### config.mk
export PLATFORM = sky130hd
export DESIGN_NAME = program_runner
export DESIGN_NICKNAME = d
export VERILOG_FILES = /design/src/rtl/program_runner.sv
export SDC_FILE = /design/constraint.sdc
export NUM_CORES = 1
export LEC_CHECK = 0
export ABC_CLOCK_PERIOD_IN_PS = 2800
export CAP_MARGIN = 5
export CORE_MARGIN = 1
export CORE_UTILIZATION = 47
export DETAILED_ROUTE_END_ITERATION = 8
export GPL_TIMING_DRIVEN = 0
export PLACE_DENSITY = 0.81
export SLEW_MARGIN = 5
export SYNTH_ARGS = -nofsm -noshare
export SYNTH_HDL_FRONTEND = slang
export SYNTH_SLANG_ARGS = --single-unit
export TNS_END_PERCENT = 30
### constraint.sdc
create_clock -name clk_i -period 2.8 [get_ports clk_i]
set_clock_uncertainty 0.15 [all_clocks]
set_input_delay 0.56 -clock clk_i [delete_from_list [all_inputs] [get_ports clk_i]]
set_output_delay 0.56 -clock clk_i [all_outputs]
set_load 0.005 [all_outputs]
### src/rtl/program_runner.sv
// program_runner: host-side job sequencer wrapped around the processor core.
// It preloads a window of data memory from a byte stream, pulses the core's
// start input, times the run until the core raises done (or a timeout
// expires), then streams a result window of data memory back out.
// Outside RUN it owns the data-memory port; mem_sel_o tells the top level
// which side to route onto the memory.
`timescale 1ns/1ps

module program_runner #(
  parameter int ADDR_W       = 8,
  parameter int LOAD_BASE    = 0,
  parameter int LOAD_LEN     = 64,
  parameter int DUMP_BASE    = 64,
  parameter int DUMP_LEN     = 64,
  parameter int START_CYCLES = 2,
  parameter int MAX_CYCLES   = 65535
) (
  input  logic              clk_i,
  input  logic              reset_i,
  input  logic              go_i,
  // load stream
  input  logic              in_valid_i,
  output logic              in_ready_o,
  input  logic [7:0]        in_data_i,
  // dump stream
  output logic              out_valid_o,
  input  logic              out_ready_i,
  output logic [7:0]        out_data_o,
  // core handshake
  output logic              core_start_o,
  input  logic              core_done_i,
  // data-memory port
  output logic              mem_sel_o,
  output logic              mem_write_o,
  output logic [ADDR_W-1:0] mem_addr_o,
  output logic [7:0]        mem_wdata_o,
  input  logic [7:0]        mem_rdata_i,
  // status
  output logic              busy_o,
  output logic              error_o,
  output logic [15:0]       cycle_count_o
);

  // One spare bit so a window covering the whole memory still has a
  // representable last index.
  localparam int IDX_W = ADDR_W + 1;
  localparam int SC_W  = (START_CYCLES > 1) ? $clog2(START_CYCLES) : 1;

  localparam logic [IDX_W-1:0]  LOAD_LAST   = IDX_W'((LOAD_LEN > 0) ? LOAD_LEN - 1 : 0);
  localparam logic [IDX_W-1:0]  DUMP_LAST   = IDX_W'((DUMP_LEN > 0) ? DUMP_LEN - 1 : 0);
  localparam logic [SC_W-1:0]   START_LAST  = SC_W'((START_CYCLES > 0) ? START_CYCLES - 1 : 0);
  localparam logic [ADDR_W-1:0] LOAD_BASE_A = ADDR_W'(LOAD_BASE);
  localparam logic [ADDR_W-1:0] DUMP_BASE_A = ADDR_W'(DUMP_BASE);
  localparam logic [15:0]       MAX_C       = 16'(MAX_CYCLES);

  typedef enum logic [2:0] {
    ST_IDLE  = 3'd0,
    ST_LOAD  = 3'd1,
    ST_START = 3'd2,
    ST_RUN   = 3'd3,
    ST_DUMP  = 3'd4
  } state_e;

  state_e           state_q, state_d;
  logic [IDX_W-1:0] idx_q, idx_d;
  logic [SC_W-1:0]  start_cnt_q, start_cnt_d;
  logic [15:0]      cycle_q, cycle_d;
  logic             error_q, error_d;

  // Saturating increment of the run timer; it never wraps past MAX_C.
  logic [15:0] cycle_inc;
  assign cycle_inc = (cycle_q >= MAX_C) ? MAX_C : cycle_q + 16'd1;

  // Low address bits of the shared window index.
  logic [ADDR_W-1:0] idx_addr;
  assign idx_addr = idx_q[ADDR_W-1:0];

  // State and bookkeeping registers; reset takes effect immediately.
  always_ff @(posedge clk_i or posedge reset_i) begin
    if (reset_i) begin
      state_q     <= ST_IDLE;
      idx_q       <= '0;
      start_cnt_q <= '0;
      cycle_q     <= '0;
      error_q     <= 1'b0;
    end else begin
      state_q     <= state_d;
      idx_q       <= idx_d;
      start_cnt_q <= start_cnt_d;
      cycle_q     <= cycle_d;
      error_q     <= error_d;
    end
  end

  // Next-state logic: job sequencing, window index, start and run timers.
  always_comb begin
    state_d     = state_q;
    idx_d       = idx_q;
    start_cnt_d = start_cnt_q;
    cycle_d     = cycle_q;
    error_d     = error_q;

    case (state_q)
      ST_IDLE: begin
        if (go_i) begin
          error_d     = 1'b0;
          idx_d       = '0;
          start_cnt_d = '0;
          state_d     = (LOAD_LEN == 0) ? ST_START : ST_LOAD;
        end
      end

      ST_LOAD: begin
        // in_ready is high throughout LOAD, so in_valid alone marks a transfer.
        if (in_valid_i) begin
          if (idx_q == LOAD_LAST) begin
            idx_d       = '0;
            start_cnt_d = '0;
            state_d     = ST_START;
          end else begin
            idx_d = idx_q + 1'b1;
          end
        end
      end

      ST_START: begin
        // core_done is deliberately not looked at here: the core may still
        // report the previous job's done while it is being restarted.
        if (start_cnt_q == START_LAST) begin
          cycle_d = '0;
          state_d = ST_RUN;
        end else begin
          start_cnt_d = start_cnt_q + 1'b1;
        end
      end

      ST_RUN: begin
        // The cycle that samples done is itself counted as a run cycle.
        cycle_d = cycle_inc;
        if (core_done_i) begin
          idx_d   = '0;
          state_d = (DUMP_LEN == 0) ? ST_IDLE : ST_DUMP;
        end else if (cycle_inc == MAX_C) begin
          error_d = 1'b1;
          state_d = ST_IDLE;
        end
      end

      ST_DUMP: begin
        if (out_ready_i) begin
          if (idx_q == DUMP_LAST) begin
            idx_d   = '0;
            state_d = ST_IDLE;
          end else begin
            idx_d = idx_q + 1'b1;
          end
        end
      end

      default: begin
        state_d = ST_IDLE;
      end
    endcase
  end

  // Output decode: handshakes and port ownership follow the registered
  // state; only the LOAD write strobe/data pass in_valid/in_data through.
  always_comb begin
    in_ready_o   = 1'b0;
    out_valid_o  = 1'b0;
    out_data_o   = 8'h00;
    core_start_o = 1'b0;
    mem_sel_o    = 1'b1;
    mem_write_o  = 1'b0;
    mem_addr_o   = '0;
    mem_wdata_o  = 8'h00;
    busy_o       = (state_q != ST_IDLE);

    case (state_q)
      ST_LOAD: begin
        in_ready_o  = 1'b1;
        mem_addr_o  = LOAD_BASE_A + idx_addr;
        mem_write_o = in_valid_i;
        mem_wdata_o = in_valid_i ? in_data_i : 8'h00;
      end

      ST_START: begin
        core_start_o = 1'b1;
      end

      ST_RUN: begin
        mem_sel_o = 1'b0;
      end

      ST_DUMP: begin
        // The address only moves on a transfer, so the combinational read
        // data stays put while the consumer stalls.
        out_valid_o = 1'b1;
        mem_addr_o  = DUMP_BASE_A + idx_addr;
        out_data_o  = mem_rdata_i;
      end

      default: begin
      end
    endcase
  end

  assign error_o       = error_q;
  assign cycle_count_o = cycle_q;

endmodule
==> results of run 1 <==
through the flow:
stage               area, um2  setup WS [ns]  total power (W)  hold WS [ns]
CTS                      3060       0.000332          0.00218         0.345
global placement         2960         0.0934          0.00175         0.329
detailed placement       2960         0.0330          0.00179         0.336
global route             3100         0.0193          0.00238         0.375
finish                   3100          0.113          0.00221         0.341
floorplan                2210          0.687          0.00134         0.298
kinds of logic (layout without fill, tap and decap cells):
group           after synthesis  after routing  synth area share [%]
buf+inv                      29            104                  5.82
compound gates               86             86                  26.0
fa+ha+maj                     4              4                  2.26
xor+xnor                      3              3                  1.19
simple gates                116            116                  29.4
flops                        30             30                  33.9
mux                           3              3                  1.41
cell type report:
type                    count  area [um2]
multi-input cells         212        1350
fillers                   359        1340
flip-flops and latches     30         752
repair buffers             69         708
plain buffers              16        95.1
clock buffers               7        86.3
well taps                  52        65.1
inverters                  11        41.3
clock inverters             1        5.00
cells in the mapped netlist, drive strengths merged (2+ instances only):
cell / count
o31ai: 6
nor3: 4
clkbuf: 7
or2: 2
xnor2: 3
nand3: 9
and3: 16
o21ai: 38
nand2: 25
and2: 19
ha: 4
a21o: 4
a31oi: 4
dfrtp: 30
nor4: 3
inv: 11
nand2b: 8
buf: 11
mux2i: 2
nor2b: 3
nor2: 19
nand4: 4
o31a: 2
a22o: 7
a21oi: 10
worst max-delay path: cells and delay by family (launching register included):
family / cells / cell delay (ns)
buffers and inverters: 3 / 0.87
DFF: 1 / 0.41
and+or+nand+nor: 2 / 0.41
flip-flops by register name, summed over array words and instances (netlist names):
register       count
cycle_count_o     16
idx_q              9
state_q            3
error_o            1
start_cnt_q        1
final timing paths:
path / cells after the start / slack, ns / endpoint / startpoint
setup / recovery: 5 / 0.11 / mem_wdata_o[3] / state_q[0]$_DFFE_PP0P_
hold / removal: 1 / 0.34 / idx_q[8]$_DFFE_PP0P_ / idx_q[8]$_DFFE_PP0P_
setup reg to reg: 8 / 0.48 / cycle_count_o[13]$_DFFE_PP0P_ / cycle_count_o[0]$_DFFE_PP0P_
hold reg to reg: 1 / 0.34 / idx_q[8]$_DFFE_PP0P_ / idx_q[8]$_DFFE_PP0P_
max in group asynchronous: 3 / 1.74 / state_q[0]$_DFFE_PP0P_ / reset_i
min in group asynchronous: 2 / 0.35 / idx_q[4]$_DFFE_PP0P_ / reset_i
power groups by stage:
stage | clock [W] | combinational, W | sequential (W)
5_1_grt | 0.000394 | 0.00141 | 0.000573
4_1_cts | 0.000376 | 0.00124 | 0.000561
6_report | 0.000370 | 0.00127 | 0.000566
2_1_floorplan | 0 | 0.000787 | 0.000556
3_3_place_gp | 0 | 0.00119 | 0.000565
3_5_place_dp | 0 | 0.00122 | 0.000569
repair_timing:
| action | in CTS | in global routing |
|---|---|---|
| pin swaps | 0 | 0 |
| gates resized for setup | 7 | 8 |
| endpoints found under the setup margin | 20 | 18 |
| setup buffers | 0 | 0 |
routing by layer:
| metal | share of wire, % | GRT usage (%) | vias to the layer above |
|---|---|---|---|
| met4 | 2.4 | 10.4 | 0 |
| met5 | 0 | 0 | - |
| met3 | 4.3 | 4.13 | 17 |
| met1 | 44 | 32.8 | 1060 |
| met2 | 49 | 45.2 | 77 |
| li1 | - | - | 1124 |
cell usage in the layout, fill, tap and decap left out, drive strengths merged, types with 6 or more instances in the layout:
master         synthesis  layout
buf                   11      14
nand2                 25      25
inv                   11      10
o21ai                 38      38
dfrtp                 30      30
and3                  16      16
clkbuf                 7      10
nand2b                 8       8
nand3                  9       9
o31ai                  6       6
nor2                  19      19
a21oi                 10      10
and2                  19      19
clkdlybuf4s50          0      68
a22o                   7       7
==> impl_metrics.toml, run 1 <==
[sta]
hold_viol = 0
slew_headroom_pct = 49.9
worst_pin_slew_ns = 0.752
tns_ns = 0
fin_crit_ns = 2.69
fin_crit_sh_pct = 96.0
max_freq_ghz = 0.372
drv_slew = 0
rsz0062_at_grt = "no"
setup_viol = 0

[run_status]
status = "finished, violations left"
violations = "design-rule violations"

[cells_and_area]
layout-drive-gt1-share_pct = 11.3
antenna_cells = 0
fin_nets = 371
final_cells = 398
final_core_util_pct = 69.8
areaGrowthSynthToFinish_pct = 40.2

[clocking]
cts_made_buffers = 5
tritoncts = "yes"
cts_hold_buf = 0
clock_path_buffers = 2
htree_levels = 2
cts-root-buf = "clkbuf_8"
clk_pin_slew_ns = 0.07
clock_latency_ns = 0.28
clock-sinks = 30

[global_routing]
grt_max_degree = 31
antenna_found_initial = 0
grt_use_total_pct = 26.1
grt_pass1_wl_um = 10400
gr-total-overflow = 0
grt_pass1_vias = 2185

[floorplan]
die-area_um2 = 4990
core_um2 = 4440
start_util_pct = 49.8
num_rows = 24
pin_count = 69
die_y_um = 70.6
die_x_um = 70.6

[route]
routed_wl_um = 6290
drc = 4
post_drt_via_cell_ratio = 5.72
ant_nets = 0
avgRoutedWirePerCell_um = 15.8
drt_pre_antenna_iters = 7
num_vias = 2278
drt_first_iter_violations = 173

[logic_synthesis]
syn_area_um2 = 2210
synth_area_leaders = "dfrtp_1 34%, o21ai_0 5.6%, and2_1 5.1%"
synthDistinctLibCells = 54
avgSynthCellArea_um2 = 8.17
synth-seq-cells = 30
syn_inst = 271
synth_edf_count = 0
synth-async-reset-ratio_pct = 100
ys.warnings.count = 0
ys.flop_type = "dfrtp_1"
yosysTopAreaCell = "dfrtp_1"
synthesis.nets = 297
yosysSeqAreaShare_pct = 33.9
yosysTopAreaCellShare_pct = 33.9

[power]
irDropWorstVdd_mv = 0.344
p_int_w = 0.00127
powerDensity_nw_per_um2 = 712
swShare_pct = 42.4
p_comb_share_pct = 57.7
clkPwrFrac_pct = 16.7
pwr-share-seq_pct = 25.6
total_leakage_power_nw = 1.30
p_sw_w = 0.000937

[worst_setup_path]
critPathMaxFanout = 10
worst_setup_path_end_kind = "output port"
path_cells = "buf_4 > nor3b_4 > buf_6 > and3_1 > clkdlybuf4s50_1"
critPathMaxStageDelay_ns = 0.52
startpoint_type = "flop"
critPathArrivalTime_ns = 1.98
cp_slowest_cell = "clkdlybuf4s50_1"
crit_type = "reg -> out"
required_ns = 2.09

[placement]
gp_congestion = 0.915
post-dp-hpwl_um = 4520
placed_cells = 391
io_buffers = 68

[job]
drv_cap = 0

[worst_hold_path]
hp-class = "reg -> reg"
(Power assumes the default switching activity.)
==> inputs of run 2 (changes only) <==
Settings changed: TNS_END_PERCENT 30 to default.
==> results of run 2 <==
No change in the layout: final DEF, timing and power equal those of run 1.
